## src/rtl/wrr_lock_n_arb_pkg.sv

```systemverilog
// Package arb_pkg: shared types and helpers for the weighted round-robin
// arbiter with packet lock.
//   state_t       : arbiter FSM states (IDLE = no grant, BUSY = grant held)
//   thermo_above  : mask with every bit strictly above idx set, limited to n bits
//   onehot2bin    : binary index of a one-hot vector (0 for all zeros)
// Helpers work on a MAX_N wide vector; callers size-cast to their own N.
package arb_pkg;

  localparam int MAX_N = 64;

  typedef enum logic {IDLE, BUSY} state_t;

  function automatic logic [MAX_N-1:0] thermo_above(input int idx, input int n);
    logic [MAX_N-1:0] m;
    m = '0;
    for (int i = 0; i < MAX_N; i++) begin
      m[i] = (i > idx) && (i < n);
    end
    return m;
  endfunction

  // OR of the indices of all set bits; exact for a one-hot input.
  function automatic int onehot2bin(input logic [MAX_N-1:0] oh);
    int b;
    b = 0;
    for (int i = 0; i < MAX_N; i++) begin
      if (oh[i]) b = b | i;
    end
    return b;
  endfunction

endpackage

```

## src/rtl/wrr_lock_n_arb_pick.sv

```systemverilog
// rr_pick_n: combinational rotating-priority pick.
// Lowest set index of req&ptr wins; if that is empty, lowest set index of req.
//   req  in  N  request vector
//   ptr  in  N  thermometer priority mask (bits eligible in the first pass)
//   win  out N  one-hot winner, zero when no request
//   any  out 1  |req
module rr_pick_n #(
  parameter int N = 16
) (
  input  logic [N-1:0] req,
  input  logic [N-1:0] ptr,
  output logic [N-1:0] win,
  output logic         any
);

  logic [N-1:0] masked;
  logic [N-1:0] win_m;
  logic [N-1:0] win_r;
  // seen_x[i] = some bit below i is set; seen_x[N] doubles as the OR of all.
  logic [N:0]   seen_m;
  logic [N:0]   seen_r;

  assign masked    = req & ptr;
  assign seen_m[0] = 1'b0;
  assign seen_r[0] = 1'b0;

  for (genvar gi = 0; gi < N; gi++) begin : g_chain
    assign seen_m[gi+1] = seen_m[gi] | masked[gi];
    assign seen_r[gi+1] = seen_r[gi] | req[gi];
    assign win_m[gi]    = masked[gi] & ~seen_m[gi];
    assign win_r[gi]    = req[gi] & ~seen_r[gi];
  end

  assign win = seen_m[N] ? win_m : win_r;
  assign any = seen_r[N];

endmodule

```

## src/rtl/wrr_lock_n_arb.sv

```systemverilog
// wrr_lock_n_arb: N-way weighted round-robin arbiter with packet lock.
// A winner keeps its registered grant until it has sent weight[g] complete
// packets or goes idle at a packet boundary; a packet in flight is never cut.
//   clk, rst     clock, synchronous active-high reset
//   req[N]       per-requester request / beat valid while granted
//   last[N]      end-of-packet flag, qualified by req
//   weight[N*CW] packets per turn (0 treated as 1), sampled at grant start
//   gnt_ready    downstream accepts a beat this cycle
//   grant[N]     registered one-hot grant
//   grant_valid  |grant
//   grant_idx    binary index of grant, 0 when no grant
//   beat_acc     beat transferred this cycle (combinational)
module wrr_lock_n_arb
  import arb_pkg::*;
#(
  parameter int N  = 16,
  parameter int CW = 4,
  localparam int IW = $clog2(N)
) (
  input  logic          clk,
  input  logic          rst,
  input  logic [N-1:0]  req,
  input  logic [N-1:0]  last,
  input  logic [N*CW-1:0] weight,
  input  logic          gnt_ready,
  output logic [N-1:0]  grant,
  output logic          grant_valid,
  output logic [IW-1:0] grant_idx,
  output logic          beat_acc
);

  state_t        state_reg;
  logic [N-1:0]  grant_reg;
  logic [N-1:0]  ptr_reg;
  logic [IW-1:0] idx_reg;
  logic [CW-1:0] credit_reg;
  logic          in_pkt_reg;

  logic          g_req;
  logic          g_last;
  logic          rel_now;
  logic          do_load;
  logic [N-1:0]  ptr_rel;
  logic [N-1:0]  ptr_eff;
  logic [N-1:0]  win;
  logic          any;
  logic [IW-1:0] win_idx;
  logic [CW-1:0] w_sel;
  logic [CW-1:0] win_credit;

  assign g_req       = req[idx_reg];
  assign g_last      = last[idx_reg];
  assign grant_valid = |grant_reg;
  assign beat_acc    = grant_valid & g_req & gnt_ready;

  // Release on the last beat of the final credited packet, or when the
  // holder is between packets and has stopped requesting.
  assign rel_now = (state_reg == BUSY) &
                   ((beat_acc & g_last & (credit_reg == CW'(1))) |
                    (~in_pkt_reg & ~g_req));

  // The pick sees the post-release mask in the same cycle so the releasing
  // requester is already lowest priority for the back-to-back handover.
  assign ptr_rel = N'(thermo_above(int'(idx_reg), N));
  assign ptr_eff = rel_now ? ptr_rel : ptr_reg;

  rr_pick_n #(.N(N)) u_pick (
    .req (req),
    .ptr (ptr_eff),
    .win (win),
    .any (any)
  );

  assign win_idx    = IW'(onehot2bin(MAX_N'(win)));
  assign w_sel      = weight[win_idx*CW +: CW];
  assign win_credit = (w_sel == '0) ? CW'(1) : w_sel;
  assign do_load    = any & ((state_reg == IDLE) | rel_now);

  always_ff @(posedge clk) begin
    if (rst) begin
      state_reg  <= IDLE;
      grant_reg  <= '0;
      idx_reg    <= '0;
      ptr_reg    <= '1;
      credit_reg <= '0;
      in_pkt_reg <= 1'b0;
    end else begin
      if (rel_now) begin
        ptr_reg <= ptr_rel;
      end
      if (do_load) begin
        state_reg  <= BUSY;
        grant_reg  <= win;
        idx_reg    <= win_idx;
        credit_reg <= win_credit;
        in_pkt_reg <= 1'b0;
      end else if (rel_now) begin
        state_reg  <= IDLE;
        grant_reg  <= '0;
        idx_reg    <= '0;
        credit_reg <= '0;
        in_pkt_reg <= 1'b0;
      end else if (beat_acc) begin
        if (g_last) begin
          in_pkt_reg <= 1'b0;
          credit_reg <= credit_reg - CW'(1);
        end else begin
          in_pkt_reg <= 1'b1;
        end
      end
    end
  end

  assign grant     = grant_reg;
  assign grant_idx = idx_reg;

endmodule
```

## config.mk

```make
export PLATFORM = sky130hd
export DESIGN_NAME = wrr_lock_n_arb
export DESIGN_NICKNAME = d
export VERILOG_FILES = /design/src/rtl/wrr_lock_n_arb_pkg.sv /design/src/rtl/wrr_lock_n_arb_pick.sv /design/src/rtl/wrr_lock_n_arb.sv
export SDC_FILE = /design/constraint.sdc
export NUM_CORES = 1
export LEC_CHECK = 0
export BUFFER_PORTS_ARGS = -buffer_cell sky130_fd_sc_hd__buf_2
export CELL_PAD_IN_SITES_DETAIL_PLACEMENT = 0
export CELL_PAD_IN_SITES_GLOBAL_PLACEMENT = 1
export CORE_AREA = 2 2 110 112
export CTS_CLUSTER_DIAMETER = 120
export DETAILED_ROUTE_END_ITERATION = 16
export DIE_AREA = 0 0 112 114
export PLACE_DENSITY = 0.85
export SLEW_MARGIN = 20
export SYNTH_ARGS = -nofsm -noshare
export SYNTH_HDL_FRONTEND = slang
export SYNTH_SLANG_ARGS = --single-unit
```

## constraint.sdc

```tcl
create_clock -name clk -period 6 [get_ports clk]
set_input_delay 1.2 -clock clk [delete_from_list [all_inputs] [get_ports clk]]
set_output_delay 1.2 -clock clk [all_outputs]
set_load 0.01 [all_outputs]
```

### Word level (Yosys, flattened, before mapping)

Cells that the tools add are included.

| operators by class | value |
|---|---|
| equality and inequality tests | 1 |
| muxes and demuxes | 33 |
| bitwise operators | 103 |
| reduce and logical (&&, ||, !) cells | 7 |
| shifts and indexed selects | 1 |
| magnitude comparators | 16 |
| add/subtract/negate cells | 1 |

Operators with widths:

| operator | count |
|---|---|
| $mux 16 | 4 |
| $shiftx 64x7->4 | 1 |
| $mux 4 | 15 |
| $and 1x1->1 | 37 |
| $not 1->1 | 33 |
| $gt 4x4->1 const A | 8 |
| $or 1x1->1 | 32 |
| $and 16x16->16 | 1 |
| $gt 3x4->1 const A | 4 |
| $reduce_or 16->1 | 1 |
| $mux 3 | 4 |
| $bmux 1 s4 | 2 |
| $gt 2x4->1 const A | 2 |
| $mux 1 | 6 |
| $reduce_bool 3->1 | 2 |
| $lt 4x5->1 const B | 1 |
| $eq 4x1->1 const B | 1 |
| $gt 1x4->1 const A | 1 |
| $logic_not 4->1 | 1 |
| $mux 2 | 2 |
| $sub 4x1->4 const B | 1 |
| $reduce_or 3->1 | 1 |
| $reduce_and 2->1 | 1 |
| $reduce_bool 2->1 | 1 |

| word-level totals | value |
|---|---|
| bits in registers | 42 |
| input bits | 99 |
| output and inout port bits | 22 |
| word-level logic and storage cells | 168 |

### Longest topological paths before layout

Gate-level depths: netlist of run 1.

| logic depth | value |
|---|---|
| depth in word-level cells | 46 |
| mapped depth | 21 |
| gate-level depth less buffers | 15 |

### Hierarchy

A second synthesis of run 1 with hierarchy kept.

| unflattened totals | value |
|---|---|
| cells, all modules | 433 |
| area total of the unflattened synthesis | 3560.9 µm² |

By module, submodules not included:

| module | cells an instance | times used | seq. area each (µm²) | area an instance (µm²) |
|---|---|---|---|---|
| wrr_lock_n_arb | 352 | 1 | 840.8 | 3045.4 |
| rr_pick_n | 81 | 1 | 0.0 | 515.5 |

### Worst setup path before layout of run 1

OpenSTA, ideal clock, no wires.

| timing | value |
|---|---|
| kind | input-to-reg |
| from | input port req[1] |
| to | register credit_reg[2] |
| setup slack | 0.101 ns |
| data arrival time | 5.763 ns |
| buffers on the path | 4 |
| required time | 5.864 ns |
| stages on the path | 19 |
| cell sequence | clkbuf_1 > mux4_2 > mux4_2 > and3_1 > buf_2 > o211ai_2 > a21oi_2 > or3_1 > a211o_1 > or3_1 > o41ai_2 > or3_1 > buf_2 > buf_6 > mux2i_1 > o22ai_1 > or4_4 > o31ai_1 > a221oi_1 |

| between the ends | value |
|---|---|
| longest elaborated chain between the ends | 45 |
| elaborated cells between the ends (all ways) | 127 |
| those cells by class | 1 x shift; 22 x mux; 100 x bitwise; 4 x reduce/logical |

RTL lines:

| element | RTL line | source |
|---|---|---|
| start: declaration | wrr_lock_n_arb.sv:22 | `input logic [N-1:0] req,` |
| $bmux 1 s4 * | wrr_lock_n_arb.sv:51 | `assign g_req = req[idx_reg];` |
| $mux 1 (not written as such) * | wrr_lock_n_arb.sv:51 |  |
| $and 1x1->1 * (2 in series) | wrr_lock_n_arb.sv:54 | `assign beat_acc = grant_valid & g_req & gnt_ready;` |
| via beat_acc | wrr_lock_n_arb.sv:29 | `output logic beat_acc` |
| $and 1x1->1 (2 in series) | wrr_lock_n_arb.sv:59 | `((beat_acc & g_last & (credit_reg == CW'(1))) \|` |
| $or 1x1->1 | wrr_lock_n_arb.sv:59 |  |
| $and 1x1->1 | wrr_lock_n_arb.sv:58 | `assign rel_now = (state_reg == BUSY) &` |
| $mux 16 | wrr_lock_n_arb.sv:65 | `assign ptr_eff = rel_now ? ptr_rel : ptr_reg;` |
| [... 17 more ...] | n/a |  |
| $mux 1 | wrr_lock_n_arb_pkg.sv:27 | `if (oh[i]) b = b \| i;` |
| $mux 2 (2 in series) | wrr_lock_n_arb_pkg.sv:27 |  |
| $mux 3 (4 in series) | wrr_lock_n_arb_pkg.sv:27 |  |
| $mux 4 (8 in series) | wrr_lock_n_arb_pkg.sv:27 |  |
| $shiftx 64x7->4 | wrr_lock_n_arb.sv:75 | `assign w_sel = weight[win_idx*CW +: CW];` |
| $logic_not 4->1 | wrr_lock_n_arb.sv:76 | `assign win_credit = (w_sel == '0) ? CW'(1) : w_sel;` |
| $mux 4 | wrr_lock_n_arb.sv:76 |  |
| $mux 4 | wrr_lock_n_arb.sv:91 | `if (do_load) begin` |
| end signal: assignment | wrr_lock_n_arb.sv:95 | `credit_reg <= win_credit;` |
| end signal: assignment | wrr_lock_n_arb.sv:106 | `credit_reg <= credit_reg - CW'(1);` |
| end: declaration | wrr_lock_n_arb.sv:36 | `logic [CW-1:0] credit_reg;` |

The timed path passes the listed nets; every way through them passes the cells marked *. The select of a mux whose other input is x is not followed.
A chain may end at the register's enable or synchronous reset.

### Final worst setup path of run 1

| timing | value |
|---|---|
| from | input port req[11] |
| to | register credit_reg[2] |

| between the ends | value |
|---|---|
| longest elaborated chain between the ends | 45 |
| elaborated cells between the ends (all ways) | 97 |
| those cells by class | 1 x shift; 22 x mux; 70 x bitwise; 4 x reduce/logical |

RTL lines:

| element | RTL line | source |
|---|---|---|
| $bmux 1 s4 | wrr_lock_n_arb.sv:51 |  |
| $mux 1 (not written as such) | wrr_lock_n_arb.sv:51 |  |
| $and 1x1->1 (2 in series) | wrr_lock_n_arb.sv:54 |  |
| $and 1x1->1 (2 in series) | wrr_lock_n_arb.sv:59 |  |
| $or 1x1->1 | wrr_lock_n_arb.sv:59 |  |
| $and 1x1->1 | wrr_lock_n_arb.sv:58 |  |
| $mux 16 | wrr_lock_n_arb.sv:65 |  |
| $and 16x16->16 | wrr_lock_n_arb_pick.sv:23 | `assign masked = req & ptr;` |
| [... 16 more ...] | n/a |  |
| $mux 1 | wrr_lock_n_arb_pkg.sv:27 |  |
| $mux 2 (2 in series) | wrr_lock_n_arb_pkg.sv:27 |  |
| $mux 3 (4 in series) | wrr_lock_n_arb_pkg.sv:27 |  |
| $mux 4 (8 in series) | wrr_lock_n_arb_pkg.sv:27 |  |
| $shiftx 64x7->4 | wrr_lock_n_arb.sv:75 |  |
| $logic_not 4->1 | wrr_lock_n_arb.sv:76 |  |
| $mux 4 | wrr_lock_n_arb.sv:76 |  |
| $mux 4 | wrr_lock_n_arb.sv:91 |  |

Several ways; a longest one is shown, not always the timed one. The select of a mux whose other input is x is not followed.

==> metrics.cfg, run 1 <==
[setup_path]
cp_max_fo=24
path_cells=buf_2, mux4_2, mux4_2, and3_1, o211ai_2, a21oi_2, buf_12, or3_1, a211o_1, or3_1, o41ai_2, or3_1, buf_4, mux2i_1, o22ai_1, or4_4, o31ai_1, a221oi_1
cpLargestDelayFamily=simple AND/OR/NAND/NOR gates
endpoint_kind=register
r2r_start=grant_idx[2]
slowest_stage=or4_4
crit_required_ns=6.13
setup.worst_path.start_class=input port
worstPathBufferInverterCount=3
reg2reg_slack_ns=0.57
worstReg2RegEnd=credit_reg[2]
crit_path_max_incr_delay_ns=0.53
critPathMostFrequentCell=or3_1
path_class=input port to register
reg2reg_depth=17
cp.arrival_ns=5.87

[layout]
drive_above_1_share=0.321
layout_common_cells=buf_2, buf_4, mux2i_1, nand2_1, nor2_1
area_delta_synth_final_pct=31.6
layout.cells.non_filler=805
nNetsFinal=758
antennaDiodeCount=0
mostFrequentLayoutCell=buf_2

[synthesis]
synth-edff-count=0
netlist_area_um2=3870
synth_cell_types=68
yosys_warnings=0
ys_ff_latch=42
syn_inst=510
yosysSeqAreaShare=0.217
async_flop_share=0
ys.flop_type=dfxtp_1
synth.avg_cell_area_um2=7.59
synth_nets=611

[routing]
drc=0
vias=4663
routed_wl_um=16100
antenna_left=0
dr.pass1.iters=6
wl_per_cell_um=20.0
drtIter0Drc=471
vias_per_cell=5.79

[floorplanning]
io_pins=121
design.core.area_um2=11700
dieWidth_um=112
start_util=0.330
std_cell_rows=40
die_h_um=114
die_area_um2=12800

[timing]
tightest_slew_ns=0.821
setup_violations=0
timing.final.hold_violations=0
rsz0062_at_grt=false
skew_ns=0.00909
max-slew-margin-rel=0.453
fin_hold_ws_ns=0.498
max_freq_mhz=174
fin_crit_sh=0.956
fin_crit_ns=5.74
drv_slew=0

[run_status]
outcome=complete, no violations

[cts]
htreeDepth=2
cts_sinks=42
tritoncts=done
clock-root-buffer=clkbuf_16
cts_resized=0
clockBufferDepth=2
cts_made_buffers=5
clock_latency_ns=0.30
cts_hold_buf=0
post-cts-setup-buffer-count=0
clk_pin_slew_ns=0.07

[global_routing]
grt_antenna_before_repair=0
globalRouteTotalUtil=0.246
grt_pass1_vias=4409
grt_max_degree=44
grt_overflow_total=0
grt_pass1_wl_um=24400

[min_path]
hold_path_class=register to register
min_to=grant[12]
hold-path-cell-count=2
hp-start=grant[12]

[power_and_ir_drop]
powerDensity_nw_per_um2=242
leakagePower_nw=2.20
peakVddDrop_mv=0.158

[placed_design]
dpl.cell_count=797
routabilityCongestion=0.963
numPortBuffers=120
dp.final_hpwl_um=13100

[flow_run]
max_cap_violations=0

[layer usage]
layer / routed length [µm] / track usage
met2: 7600 / 0.425
met1: 6690 / 0.312
met5: 0 / 0
met4: 550 / 0.0959
met3: 1250 / 0.0335
[power by group]
part           leakage [nW]  internal (mW)  switching, mW
Clock                0.0704          0.157          0.132
Sequential            0.342          0.303         0.0322
Combinational          1.79          0.270          0.336
[synthesized netlist by cell type (all sizes together) (4+ instances only)]
cell,number,share of area
a211oi,8,0.016
a21boi,4,0.0078
a21oi,41,0.054
a22oi,8,0.016
a31oi,9,0.015
a32oi,7,0.016
and2,9,0.015
and3,6,0.0097
buf,14,0.023
clkbuf,22,0.021
dfxtp,42,0.22
inv,13,0.013
mux2,4,0.012
mux2i,50,0.13
mux4,5,0.029
nand2,50,0.049
nand2b,17,0.027
nand3,22,0.028
nand4,5,0.0097
nor2,47,0.046
nor2b,4,0.0065
nor3,13,0.018
nor4,9,0.015
o211ai,5,0.011
o21ai,15,0.022
o221a,4,0.012
o221ai,7,0.016
o22ai,11,0.018
o32ai,4,0.0091
or2,5,0.0081
or3,5,0.0081
or4,4,0.0087
[metrics by stage]
step	cell area [µm²]	setup WS (ns)	setup TNS (ns)	util	power (mW)
floorplan	3870	0.101	0	-	0.724
global placement	4940	0.104	0	0.422	0.932
detailed placement	4940	-0.0102	-0.0102	0.422	0.941
CTS	5090	0.278	0	0.435	1.23
global route	5090	0.0186	0	0.435	1.29
finish	5090	0.262	0	0.435	1.23
[layout make-up]
cell class	count	area [µm²]
multi-input cells	419	2810
clock buffers	5	125
flip-flops and latches	42	841
repair buffers	176	1060
inverters	13	48.8
clock inverters	3	25.0
fillers	1209	6620
well taps	147	184
[logic make-up after synthesis]
| kind of cell | count (synthesis) | synth area share |
|---|---|---|
| AO/OA/AOI/OAI | 149 | 0.272 |
| XOR/XNOR | 1 | 0.00226 |
| adder cells (fa/ha/maj) | 2 | 0.00647 |
| buffers and inverters | 49 | 0.0569 |
| flip-flops | 42 | 0.217 |
| multiplexers | 59 | 0.170 |
| AND/OR/NAND/NOR | 208 | 0.275 |
[worst max path at each step]
stage,end,slack [ns],cells after the start,startpoint
final,credit_reg[2],0.26,18,req[11]
after CTS,credit_reg[2],0.28,18,req[9]
after global routing,credit_reg[2],0.02,18,req[11]
after floorplan,credit_reg[2],0.10,19,req[1]
after detailed placement,credit_reg[2],-0.01,18,req[9]
after global placement,credit_reg[2],0.10,18,req[9]
[worst reg2reg max path: cells and delay by family (launching register included)]
family	cells	cell delay [ns]
AND/OR/NAND/NOR	5	1.71
AO/OA/AOI/OAI	7	1.26
multiplexers	3	1.32
buffers and inverters	2	0.36
flip-flops	1	0.63
Note: power is estimated with default switching activity, not from simulation.
==> run 2, diff against run 1 <==
Settings changed: ABC_AREA set to 1, CORE_AREA 2 2 110 112 to 2 2 113 115, DIE_AREA 0 0 112 114 to 0 0 115 117.
==> metrics.cfg, run 2 <==
[synthesis]
netlist.area_leader.share=0.230
synth_nets=754
synth.avg_cell_area_um2=5.73
synth.most_common_cell=nand2_1
syn_inst=653
yosys_warnings=0
ys.flop_type=dfxtp_1
synth-edff-count=0
synth_common_cells=nand2_1, nand3_1, inv_1
synth_largest_area_cell=nand2_1
async_flop_share=0
synth_cell_types=42
netlist_area_um2=3740
ys_top_cells_by_area=nand2_1, dfxtp_1, nand3_1
yosysSeqAreaShare=0.225
ys_ff_latch=42

[layout]
fin_util=0.371
layout_common_cells=nand2_1, buf_2, nand3_1
final_cell_area_um2=4570
drive_above_1_share=0.222
layout.cells.non_filler=915
area_delta_synth_final_pct=22.2
nNetsFinal=865
antennaDiodeCount=0
mostFrequentLayoutCell=nand2_1

[timing]
drv_slew=0
max_freq_mhz=186
fin_setup_tns_ns=0
tightest_slew_ns=0.752
setup_violations=0
max-slew-margin-rel=0.498
fin_crit_sh=0.895
fin_crit_ns=5.37
fin_ws_ns=0.627
timing.final.hold_violations=0
rsz0062_at_grt=false
skew_ns=0.00454

[cts]
clockBufferDepth=2
cts_hold_buf=0
cts_made_buffers=5
clock_latency_ns=0.29
tritoncts=done
cts_resized=0
clk_pin_slew_ns=0.06
cts_sinks=42
clock-root-buffer=clkbuf_16
post-cts-setup-buffer-count=0
htreeDepth=2

[placed_design]
routabilityCongestion=0.880
place_area_um2=4410
numPortBuffers=120
dp.final_hpwl_um=9410
dpl.cell_count=907
place_ws_ns=0.372

[floorplanning]
start_util=0.304
dieWidth_um=115
io_pins=121
std_cell_rows=41
die_area_um2=13500
design.core.area_um2=12300
die_h_um=117

[global_routing]
globalRouteTotalUtil=0.178
grt_overflow_total=0
busiest_layer=met2
use_met1=0.244
grt_util_met2=0.298
grt_max_degree=37
grtUsageMet3=0.0257
grt_pass1_wl_um=19300
grt_pass1_vias=4084
grt_antenna_before_repair=0

[routing]
drc=0
dr.pass1.iters=6
drtIter0Drc=303
vias_per_cell=4.72
routed_wl_um=11900
vias=4317
antenna_left=0
wl_per_cell_um=13.0

[power_and_ir_drop]
leakagePower_nw=2.48
clkPwrFrac=0.270
peakVddDrop_mv=0.124
powerDensity_nw_per_um2=249
p_sw_mw=0.461
pwr-share-seq=0.289
pwr-share-comb=0.441
switching_share=0.406
intPower_mw=0.676

[flow_run]
max_cap_violations=0

[setup_path]
path_class=input port to register
cp_max_fo=36
cp.arrival_ns=5.55
critPathMostFrequentCell=nand2_1
slowest_stage=nor2_8
endpoint_kind=register
crit_required_ns=6.17
worstPathBufferInverterCount=5
cpLargestDelayFamily=simple AND/OR/NAND/NOR gates
setup.worst_path.start_class=input port
crit_path_max_incr_delay_ns=0.28
reg2reg_slack_ns=0.78

[min_path]
hold_path_class=register to register

[run_status]
outcome=complete, no violations

[run 2: kinds of logic after synthesis]
family	after synthesis	share of synthesized area
AND/OR/NAND/NOR	435	0.536
flip-flops	42	0.225
buffers and inverters	113	0.137
AO/OA/AOI/OAI	59	0.0913
adder cells (fa/ha/maj)	2	0.00669
XOR/XNOR	2	0.00468
[run 2: per-layer routing]
| layer | share of wire | up-vias |
|---|---|---|
| met3 | 0.062 | 9 |
| li1 | - | 2282 |
| met4 | 0.0078 | 0 |
| met1 | 0.48 | 1888 |
| met5 | 0 | - |
| met2 | 0.45 | 138 |
[run 2: layout make-up]
cell class / count / area (µm²)
clock inverters: 3 / 40.0
multi-input cells: 498 / 2390
inverters: 90 / 338
well taps: 150 / 188
fillers: 1379 / 7740
repair buffers: 127 / 653
flip-flops and latches: 42 / 841
clock buffers: 5 / 125
[run 2: worst paths after layout]
kind / cells past startpoint / startpoint / end
setup / recovery: 38 / req[4] / credit_reg[0]
hold / removal: 2 / ptr_reg[9] / ptr_reg[9]
setup reg to reg: 37 / grant_idx[0] / credit_reg[0]
hold reg to reg: 2 / ptr_reg[9] / ptr_reg[9]
[run 2: worst reg2reg max path, delay by kind of cell (launching register included)]
kind / cells / cell delay (ns)
AND/OR/NAND/NOR: 31 / 3.50
buffers and inverters: 4 / 0.74
flip-flops: 1 / 0.63
AO/OA/AOI/OAI: 2 / 0.23
[run 2: power by group through the flow]
stage	clock network [mW]	registers (mW)	logic [mW]
finish	0.307	0.329	0.501
detailed placement	0	0.335	0.500
CTS	0.311	0.329	0.503
global placement	0	0.335	0.502
global route	0.325	0.334	0.572
floorplan	0	0.331	0.391
[run 2: through the flow]
stage          total power, mW  hold slack [ns]
2_1_floorplan            0.721            0.438
3_3_place_gp             0.837            0.452
6_report                  1.14            0.476
3_5_place_dp             0.835            0.463
5_1_grt                   1.23            0.501
4_1_cts                   1.14            0.479
==> run 3, diff against run 2 <==
Settings changed: CORE_AREA 2 2 113 115 to 2 2 114 116, DIE_AREA 0 0 115 117 to 0 0 116 118, PLACE_DENSITY 0.85 to 0.86, SYNTH_HIERARCHICAL set to 1.
==> metrics.cfg, run 3 <==
[run_status]
outcome=complete, no violations

[cts]
clock-root-buffer=clkbuf_16
clock_latency_ns=0.28
cts_made_buffers=5
htreeDepth=2
tritoncts=done
cts_resized=0
cts_sinks=42
clk_pin_slew_ns=0.06
clockBufferDepth=2

[synthesis]
synth.avg_cell_area_um2=5.92
synth_common_cells=nand2_1, inv_1, nand3_1
ys_top_cells_by_area=dfxtp_1, nand2_1, nand3_1
yosys.area_share.simple=0.527
ys_ff_latch=42
synth_cell_types=41
netlist.area_leader.share=0.214
yosys_warnings=6
synth_top_family_by_area=simple AND/OR/NAND/NOR gates
ys.flop_type=dfxtp_1
synth_largest_area_cell=dfxtp_1
async_flop_share=0
yosysSeqAreaShare=0.214
synthXorXnorAreaFrac=0.00447
synthAdderAreaFrac=0.00638
synth_nets=763
syn_inst=662
synth-edff-count=0
synthMuxAreaShare=0
synth-compound-area-share=0.0980
synth.most_common_cell=nand2_1
netlist_area_um2=3920

[placed_design]
routabilityCongestion=0.947
dp.final_hpwl_um=9930
numPortBuffers=120
dpl.cell_count=936

[setup_path]
crit_required_ns=6.18
reg2reg_slack_ns=0.67
endpoint_kind=register
cp_max_fo=39
critPathMostFrequentCell=nand2_1
setup.worst_path.start_class=input port
crit_path_max_incr_delay_ns=0.28
path_class=input port to register
slowest_stage=nor2_8
cp.arrival_ns=5.57

[routing]
vias_per_cell=4.71
drtIter0Drc=217
dr.pass1.iters=5
antenna_left=0
routed_wl_um=12600
wl_per_cell_um=13.4
drc=0
vias=4454

[timing]
fin_setup_tns_ns=0
skew_ns=0.00404
timing.final.hold_violations=0
setup_violations=0
drv_slew=0
rsz0062_at_grt=false
max_freq_mhz=186
tightest_slew_ns=0.716
max-slew-margin-rel=0.523
fin_crit_sh=0.897
fin_crit_ns=5.38

[global_routing]
globalRouteTotalUtil=0.186
grt_overflow_total=0
grt_antenna_before_repair=0
grt_pass1_wl_um=20400
grt_max_degree=40
grt_pass1_vias=4255

[floorplanning]
io_pins=121
dieWidth_um=116
start_util=0.316
design.core.area_um2=12400
std_cell_rows=41
die_area_um2=13700
die_h_um=118

[power_and_ir_drop]
leakagePower_nw=2.59
peakVddDrop_mv=0.265
powerDensity_nw_per_um2=484

[layout]
layout.cells.non_filler=945
final-seq-area_um2=841
layout_common_cells=nand2_1, buf_2, inv_1
nNetsFinal=873
drive_above_1_share=0.268
multi_input_area_um2=2490
mostFrequentLayoutCell=nand2_1
fillCellCount=1457
antennaDiodeCount=0
area_delta_synth_final_pct=21.6

[min_path]
hold_path_class=register to register

[flow_run]
max_cap_violations=0

## run 3: metal layers
layer | global-route usage | up-vias | routed length (µm)
met5 | 0 | - | 0
met4 | 0.0484 | 0 | 216
met3 | 0.0330 | 17 | 582
met2 | 0.309 | 113 | 6040
met1 | 0.246 | 2024 | 5800
li1 | - | 2300 | -
## run 3: layout make-up
class | instances | share of cell area
multi-input combinational | 500 | 0.523
sequential | 42 | 0.176
timing repair buffer | 131 | 0.146
inverter | 92 | 0.0745
tap | 172 | 0.0451
clock buffer | 6 | 0.0270
clock inverter | 2 | 0.00787
## run 3: where the power goes
group	internal (mW)	switching [mW]	leakage, nW
registers	0.355	0.0588	0.343
clock network	0.196	0.111	0.0771
logic	0.557	1.03	2.17
total	1.11	1.20	2.59
## run 3: what timing repair did
action,4_1_cts,5_1_grt
setup endpoints to repair,0,1
buffers inserted,0,1
hold buffers,0,0
## run 3: critical path, delay by kind of cell
family          cells  cell delay [ns]
compound gates      1             0.12
simple gates       36             3.78
buf+inv             3             0.44
## run 3: path summary, 6_finish.rpt
check | cells past startpoint | to | startpoint
max reg2reg | 38 | credit_reg[0] | grant_idx[1]
min reg2reg | 2 | ptr_reg[15] | ptr_reg[15]
min | 2 | ptr_reg[15] | ptr_reg[15]
max | 40 | credit_reg[0] | req[1]
## run 3: kinds of logic (layout without fill, tap and decap cells)
logic type      after synthesis  count (layout)
simple gates                438             438
compound gates               58              58
flops                        42              42
buf+inv                     120             231
fa+ha+maj                     2               2
xor+xnor                      2               2
## run 3: metrics by stage
step	setup slack [ns]	power, mW	instance area, µm²	util	hold WS, ns
finish	0.616	2.31	4770	0.384	0.472
global route	0.0360	2.55	4770	0.384	0.483
detailed placement	0.279	1.98	4580	0.369	0.449
floorplan	1.22	1.65	3920	-	0.433
global placement	0.299	1.98	4580	0.369	0.448
CTS	0.568	2.29	4750	0.382	0.471
